## src/rtl/clic_claim_ctrl.sv

```systemverilog
// clic_claim_ctrl
// Consumer side of the CLIC arbiter. It filters the arbiter winner against the
// current running level, keeps a registered request towards the core, and
// turns the core's acknowledge into a one-cycle claim pulse. Preempted levels
// are kept on a small LIFO stack that unwinds on handler completion.

module clic_claim_ctrl #(
  parameter int PRIO_BITS  = 3,
  parameter int INDEX_BITS = 2,
  parameter int DEPTH      = 4
) (
  input  logic                         clk,
  input  logic                         rst_n,
  input  logic                         arb_valid_i,
  input  logic [INDEX_BITS-1:0]        arb_index_i,
  input  logic [PRIO_BITS-1:0]         arb_prio_i,
  output logic                         irq_req_o,
  output logic [INDEX_BITS-1:0]        irq_id_o,
  output logic [PRIO_BITS-1:0]         irq_prio_o,
  input  logic                         irq_ack_i,
  input  logic                         irq_complete_i,
  output logic                         claim_valid_o,
  output logic [INDEX_BITS-1:0]        claim_index_o,
  output logic [PRIO_BITS-1:0]         level_o,
  output logic [$clog2(DEPTH+1)-1:0]   depth_o,
  output logic                         err_o
);

  localparam int DW = $clog2(DEPTH + 1);
  localparam logic [DW-1:0] DEPTH_L = DW'(DEPTH);
  localparam logic [DW-1:0] ONE_L   = DW'(1);

  typedef enum logic {
    ST_IDLE,
    ST_REQ
  } state_e;

  state_e                  state_q, state_d;
  logic [INDEX_BITS-1:0]   irqId_q, irqId_d;
  logic [PRIO_BITS-1:0]    irqPrio_q, irqPrio_d;
  logic                    claimValid_q, claimValid_d;
  logic [INDEX_BITS-1:0]   claimIndex_q, claimIndex_d;
  logic [PRIO_BITS-1:0]    level_q, level_d;
  logic [DW-1:0]           depth_q, depth_d;
  logic                    err_q, err_d;
  logic [PRIO_BITS-1:0]    stack_q [DEPTH];
  logic [PRIO_BITS-1:0]    stack_d [DEPTH];

  logic                    stackFull;
  logic                    stackEmpty;
  logic                    eligible;
  logic                    newCandidate;
  logic                    ackTaken;
  logic                    ackStray;
  logic                    doPush;
  logic                    doPop;
  logic                    completeErr;
  logic [PRIO_BITS-1:0]    popLevel;

  // Winner qualification: strictly above the running level and room to nest.
  always_comb begin
    stackFull    = (depth_q == DEPTH_L);
    stackEmpty   = (depth_q == '0);
    eligible     = arb_valid_i && (arb_prio_i > level_q) && !stackFull;
    newCandidate = (arb_prio_i > irqPrio_q) || (arb_index_i != irqId_q);
  end

  // Core-side event decode; an ack always wins over a same-cycle complete.
  always_comb begin
    ackTaken    = (state_q == ST_REQ) && irq_ack_i;
    ackStray    = (state_q == ST_IDLE) && irq_ack_i;
    doPush      = ackTaken && !stackFull;
    doPop       = irq_complete_i && !irq_ack_i && !stackEmpty;
    completeErr = irq_complete_i && (irq_ack_i || stackEmpty);
    err_d       = ackStray || completeErr;
  end

  // Request FSM: offer, upgrade, withdraw or hand over to the core.
  always_comb begin
    state_d      = state_q;
    irqId_d      = irqId_q;
    irqPrio_d    = irqPrio_q;
    claimValid_d = 1'b0;
    claimIndex_d = claimIndex_q;
    case (state_q)
      ST_IDLE: begin
        if (eligible) begin
          state_d   = ST_REQ;
          irqId_d   = arb_index_i;
          irqPrio_d = arb_prio_i;
        end
      end
      ST_REQ: begin
        if (irq_ack_i) begin
          state_d      = ST_IDLE;
          claimValid_d = 1'b1;
          claimIndex_d = irqId_q;
        end else if (!eligible) begin
          state_d = ST_IDLE;
        end else if (newCandidate) begin
          irqId_d   = arb_index_i;
          irqPrio_d = arb_prio_i;
        end
      end
      default: begin
        state_d = ST_IDLE;
      end
    endcase
  end

  // Read the top of the nesting stack (entry depth-1).
  always_comb begin
    popLevel = '0;
    for (int i = 0; i < DEPTH; i++) begin
      if (DW'(i + 1) == depth_q) begin
        popLevel = stack_q[i];
      end
    end
  end

  // Running level and nesting depth: push on ack, pop on completion.
  always_comb begin
    level_d = level_q;
    depth_d = depth_q;
    if (doPush) begin
      level_d = irqPrio_q;
      depth_d = depth_q + ONE_L;
    end else if (doPop) begin
      level_d = popLevel;
      depth_d = depth_q - ONE_L;
    end
  end

  // Stack write: the preempted level goes into the slot at the current depth.
  always_comb begin
    stack_d = stack_q;
    for (int i = 0; i < DEPTH; i++) begin
      if (doPush && (DW'(i) == depth_q)) begin
        stack_d[i] = level_q;
      end
    end
  end

  // Control and output registers; reset drops any request or pending claim.
  always_ff @(posedge clk or negedge rst_n) begin
    if (!rst_n) begin
      state_q      <= ST_IDLE;
      irqId_q      <= '0;
      irqPrio_q    <= '0;
      claimValid_q <= 1'b0;
      claimIndex_q <= '0;
      level_q      <= '0;
      depth_q      <= '0;
      err_q        <= 1'b0;
    end else begin
      state_q      <= state_d;
      irqId_q      <= irqId_d;
      irqPrio_q    <= irqPrio_d;
      claimValid_q <= claimValid_d;
      claimIndex_q <= claimIndex_d;
      level_q      <= level_d;
      depth_q      <= depth_d;
      err_q        <= err_d;
    end
  end

  // Nesting stack storage.
  always_ff @(posedge clk or negedge rst_n) begin
    if (!rst_n) begin
      for (int i = 0; i < DEPTH; i++) begin
        stack_q[i] <= '0;
      end
    end else begin
      for (int i = 0; i < DEPTH; i++) begin
        stack_q[i] <= stack_d[i];
      end
    end
  end

  assign irq_req_o     = (state_q == ST_REQ);
  assign irq_id_o      = irqId_q;
  assign irq_prio_o    = irqPrio_q;
  assign claim_valid_o = claimValid_q;
  assign claim_index_o = claimIndex_q;
  assign level_o       = level_q;
  assign depth_o       = depth_q;
  assign err_o         = err_q;

endmodule

```

## config.mk

```make
export PLATFORM = sky130hd
export DESIGN_NAME = clic_claim_ctrl
export DESIGN_NICKNAME = d
export VERILOG_FILES = /design/src/rtl/clic_claim_ctrl.sv
export SDC_FILE = /design/constraint.sdc
export NUM_CORES = 1
export LEC_CHECK = 0
export BUFFER_PORTS_ARGS = -buffer_cell sky130_fd_sc_hd__clkbuf_2
export CORE_ASPECT_RATIO = 1.2
export CORE_MARGIN = 4
export CORE_UTILIZATION = 45
export DETAILED_ROUTE_END_ITERATION = 8
export PLACE_DENSITY = 0.63
export SKIP_CTS_REPAIR_TIMING = 1
export SYNTH_ARGS = -nofsm -noshare
export SYNTH_HDL_FRONTEND = slang
export SYNTH_SLANG_ARGS = --single-unit
```

## constraint.sdc

```tcl
create_clock -name clk -period 2.58 [get_ports clk]
set_input_delay 0.516 -clock clk [delete_from_list [all_inputs] [get_ports clk]]
set_output_delay 0.516 -clock clk [all_outputs]
set_load 0.02 [all_outputs]
```

* After elaboration in Yosys (flattened, before gate mapping)
Cells that the tools add are included.
Operators by class: add/subtract/negate cells 2, magnitude comparators 2, equal/unequal tests 10, multiplexer cells 23, bitwise logic cells 1, reduce and logical (&&, ||, !) cells 22
Operators by type and width (number):
- 2-to-1 mux 3 bit | 12
- logical AND 1 bit | 12
- 2-to-1 mux 2 bit | 4
- equality test 2 x 3 -> 1 bit (first input constant) | 2
- > comparator 3 bit | 2
- one-hot mux 3 bit (2 select lines) | 1
- 2-to-1 mux 1 bit | 4
- inequality test 2 x 1 -> 1 bit (second input constant) | 2
- inequality test 2 bit (second input constant) | 2
- one-hot mux 2 bit (2 select lines) | 1
- AND reduction 4 bit | 1
- adder 3 x 1 -> 3 bit (second input constant) | 1
- equality test 1 x 3 -> 1 bit (first input constant) | 1
- equality test 3 bit (first input constant) | 1
- equality test 3 bit (second input constant) | 1
- zero test 1 bit | 3
- zero test 3 bit | 1
- logical OR 1 bit | 3
- subtractor 3 x 1 -> 3 bit (second input constant) | 1
- inequality test 2 bit | 1
- one-hot mux 1 bit (2 select lines) | 1
- AND reduction 2 bit | 1
- nonzero test 2 bit | 1
- inverter 1 bit | 1
Word-level totals: bits in registers 28, input bits 10, output and inout bits 16, logic and storage cells 72

* Depth between registers and ports, before layout
depth in word-level cells 7, depth in mapped cells 8, mapped depth without buffers 7

* Worst setup path after synthesis
No wires, ideal clock.
path type register -> register, from register depth_q[0] (netlist: depth_o[0]), to register irqId_q[0] (netlist: irq_id_o[0]), setup time 0.125 ns, arrival time 1.802 ns, required time 2.455 ns, path slack 0.653 ns, cell stages (with the launch flop) 8, path buffers 0, clock period less this slack 1.927 ns, path through dfrtp_1 inv_1 ha_1 a22oi_4 nand3_2 a21oi_2 nand2_4 mux2_4
On the way: word-level cells in the longest chain between the ends 5, elaborated cells between the ends (all ways) 6, those cells by class eq/ne: 3; reduce/logical: 3
RTL lines:
- from (decl) | RTL line 44 | logic [DW-1:0] depth_q, depth_d;
- from (signal assigned) | RTL line 162 | depth_q <= depth_d;
- equality test 3 bit (*) | RTL line 62 | stackFull = (depth_q == DEPTH_L);
- zero test 1 bit (*) | RTL line 64 | eligible = arb_valid_i && (arb_prio_i > level_q) && !stackFull;
- logical AND 1 bit (*) | RTL line 64
- inequality test 2 bit (no line) / inequality test 2 x 1 -> 1 bit (equally long branches)
- AND reduction 4 bit (no line) (*)
- to (signal assigned) | RTL line 157 | irqId_q <= irqId_d;
- to (decl) | RTL line 39 | logic [INDEX_BITS-1:0] irqId_q, irqId_d;
Mark *: on every way between the ends. The rest lies on a longest branch, timed or not. A chain may end at the register's enable or synchronous reset.

* Worst setup path in the final report
from register depth_q[0] (netlist: depth_o[0]), to register level_q[0] (netlist: level_o[0])
On the way: word-level cells in the longest chain between the ends 7, elaborated cells between the ends (all ways) 17, those cells by class eq/ne: 5; mux: 6; reduce/logical: 6
RTL lines:
- equality test 1 x 3 -> 1 bit | RTL line 115 | if (DW'(i + 1) == depth_q) begin
- 2-to-1 mux 3 bit (4 in a row) | RTL line 115
- 2-to-1 mux 3 bit | RTL line 128 | end else if (doPop) begin
- 2-to-1 mux 3 bit | RTL line 125 | if (doPush) begin
- to (signal assigned) | RTL line 161 | level_q <= level_d;
- to (decl) | RTL line 43 | logic [PRIO_BITS-1:0] level_q, level_d;
Several ways; a longest one is shown, not always the timed one. The select of a mux whose other input is x is not followed.

==> metrics.yaml <==
run_status:
  status: "completed"
worst_setup_path:
  cp_slowest_cell: "dfrtp_1"
  slowest_delay_ns: 0.43
  cp-start-kind: "register"
  rr_worst_depth: 7
  worstPathRequired_ns: 2.82
  r2r_end: "level_o[0]"
  crit_type: "reg -> reg"
  ff2ff_setup_slack_ns: 0.52
  critPathMaxFanout: 7
  r2r_start: "depth_o[0]"
  arrival_ns: 2.29
  end_kind: "register"
  cp_cell_sequence: "inv_1 > ha_1 > and2b_4 > nor3_2 > or2_1 > nor2_1 > a31oi_1"
pwr:
  power.density_nw_per_um2: 1210
  power.leakage_nw: 0.855
  swShare: 0.443
  p_switching_uw: 904
  p_seq_frac: 0.405
  internal_power_mw: 1.14
  peakVddDrop_v: 0.000648
  p_total_mw: 2.04
  combinationalPowerShare: 0.509
  p_clk_frac: 0.086
yosys:
  synthCells: 133
  ys.flop_type: "dfrtp_1"
  synth-edff-count: 0
  syn_area_um2: 1520
  syn-num-nets: 155
  syn_avg_cell_area_um2: 11.4
  synth-seq-cells: 28
  synth.distinct_cells: 33
  seq_area_frac_synth: 0.461
  ys_warn_count: 0
  asyncSetResetFlopFracSynth: 1.00
floorplanning:
  die_w_um: 61.1
  die-area_um2: 4380
  rows: 22
  pin_count: 26
  core-area_um2: 3170
  start_util: 0.480
  die_h_um: 71.7
grt:
  antenna_found_initial: 0
  grt_max_degree: 29
  grt_pass1_vias: 1100
  grt_pass1_wl_mm: 5.07
  grt_overflow: 0
  grt_usage: 0.155
route:
  wl_per_cell_um: 15.2
  final_antenna_net_count: 0
  drc: 0
  via_per_inst: 5.47
  num_vias: 1067
  drt-total-wl_mm: 2.97
  drt_first_pass_iters: 5
  initialDrtViolationCount: 34
sta:
  relSlewSlack: 0.552
  drv_slew: 0
  setup_viol: 0
  final_hold_viol_count: 0
  fin_skew_ns: 0.00542
  tightest_slew_ns: 0.672
  fin_crit_ns: 2.06
  period_share: 0.797
  fin_tns_setup_ns: 0
  rsz0062_at_grt: "false"
  hold_ws_ns: 0.194
  max_freq_ghz: 0.486
clock_network:
  cts_max_level: 1
  root_buffer: "clkbuf_4"
  numCtsBuffers: 3
  clockBufferDepth: 2
  clk_pin_slew_worst_paths_ns: 0.14
  cts_tree: "yes"
  clk_latency_ns: 0.32
  clkSinkCount: 28
cells_and_area:
  nNetsFinal: 183
  fin_cells: 195
  post-route-util: 0.534
  drive_gt1_frac: 0.308
  syn_to_final_growth_pct: 11.2
  diodes: 0
place:
  placedCellCount: 192
  detailed_place_hpwl_mm: 2.30
  gp_congestion: 0.742
  portBuffers: 25
flow_run:
  drv_cap: 0
hold_path:
  holdCritPathClass: "in -> async"
-- flip-flops by register name (all words and copies together) (netlist names) --
name           cells
stack_q           12
err_o              1
claim_index_o      2
depth_o            3
irq_req_o          1
irq_prio_o         3
claim_valid_o      1
level_o            3
irq_id_o           2
-- layout make-up --
| cell class | instances | area, µm² |
|---|---|---|
| repair buffers | 25 | 125 |
| well taps | 36 | 45.0 |
| fillers | 289 | 1480 |
| inverters | 12 | 45.0 |
| clock buffers | 3 | 22.5 |
| flip-flops and latches | 28 | 701 |
| multi-input cells | 91 | 752 |
-- through the flow --
stage	area [µm²]	setup slack, ns
floorplan	1520	0.653
global placement	1670	0.622
detailed placement	1670	0.613
CTS	1690	0.520
global route	1690	0.345
finish	1690	0.523
-- synth_stat cells (3+ instances only) --
cell type | n | area [µm²]
dfrtp_1 | 28 | 701
nand2_1 | 17 | 63.8
ha_1 | 12 | 150
inv_1 | 12 | 45.0
o21ai_0 | 10 | 50.1
a22o_1 | 6 | 52.6
mux2_2 | 5 | 56.3
mux2_4 | 5 | 75.1
nor2_1 | 4 | 15.0
a32oi_1 | 3 | 26.3
xnor2_1 | 3 | 26.3
-- worst max-delay path, delay by kind of cell (launching register included) --
family	cells	cell delay, ns
adder cells (fa/ha/maj)	1	0.34
flip-flops	1	0.43
AND/OR/NAND/NOR	4	0.87
AO/OA/AOI/OAI	1	0.21
buffers and inverters	1	0.13
-- how the worst max path moves through the flow --
| stage | from | slack, ns | end | depth (start not counted) |
|---|---|---|---|---|
| final | depth_o[0] | 0.52 | level_o[0] | 7 |
| after global routing | depth_o[0] | 0.35 | level_o[0] | 7 |
| after CTS | depth_o[0] | 0.52 | level_o[0] | 7 |
| after detailed placement | arb_prio_i[1] | 0.61 | irq_prio_o[1] | 6 |
| after global placement | arb_prio_i[1] | 0.62 | irq_id_o[1] | 6 |
| after floorplan | depth_o[0] | 0.65 | irq_id_o[0] | 7 |
-- power groups by stage --
stage / sequential (mW) / clock [mW] / combinational [mW]
after floorplan: 0.917 / 0 / 0.673
after global placement: 0.825 / 0 / 1.02
after detailed placement: 0.838 / 0 / 1.04
after CTS: 0.828 / 0.179 / 1.05
after global routing: 0.858 / 0.191 / 1.16
final: 0.827 / 0.176 / 1.04
-- layer usage --
layer,routed length (µm),up-vias,part of all wire,global-route usage
met5,0,-,0,0
met4,52,0,0.018,0.0699
met3,124,4,0.042,0.0180
met2,1450,29,0.49,0.242
met1,1350,517,0.45,0.210
li1,-,517,-,-
-- cell usage in the layout (no fill, tap or decap), types with 2 or more instances in the layout --
cell / instances
a31oi_1: 2
mux2i_1: 2
mux2_4: 5
nand3_1: 2
ha_1: 12
nor2_1: 4
a21oi_1: 2
xnor2_1: 3
a32oi_1: 3
a22o_1: 6
nor2b_1: 2
nand2_1: 17
clkbuf_4: 3
mux2_2: 5
clkbuf_2: 25
inv_1: 12
dfrtp_1: 28
o21ai_0: 10
-- logic make-up after synthesis --
kind of cell | synth area share
simple gates | 0.106
compound gates | 0.155
flops | 0.461
buf+inv | 0.0444
mux | 0.107
fa+ha+maj | 0.0988
xor+xnor | 0.0280
Note: power is estimated with default switching activity, not from simulation.
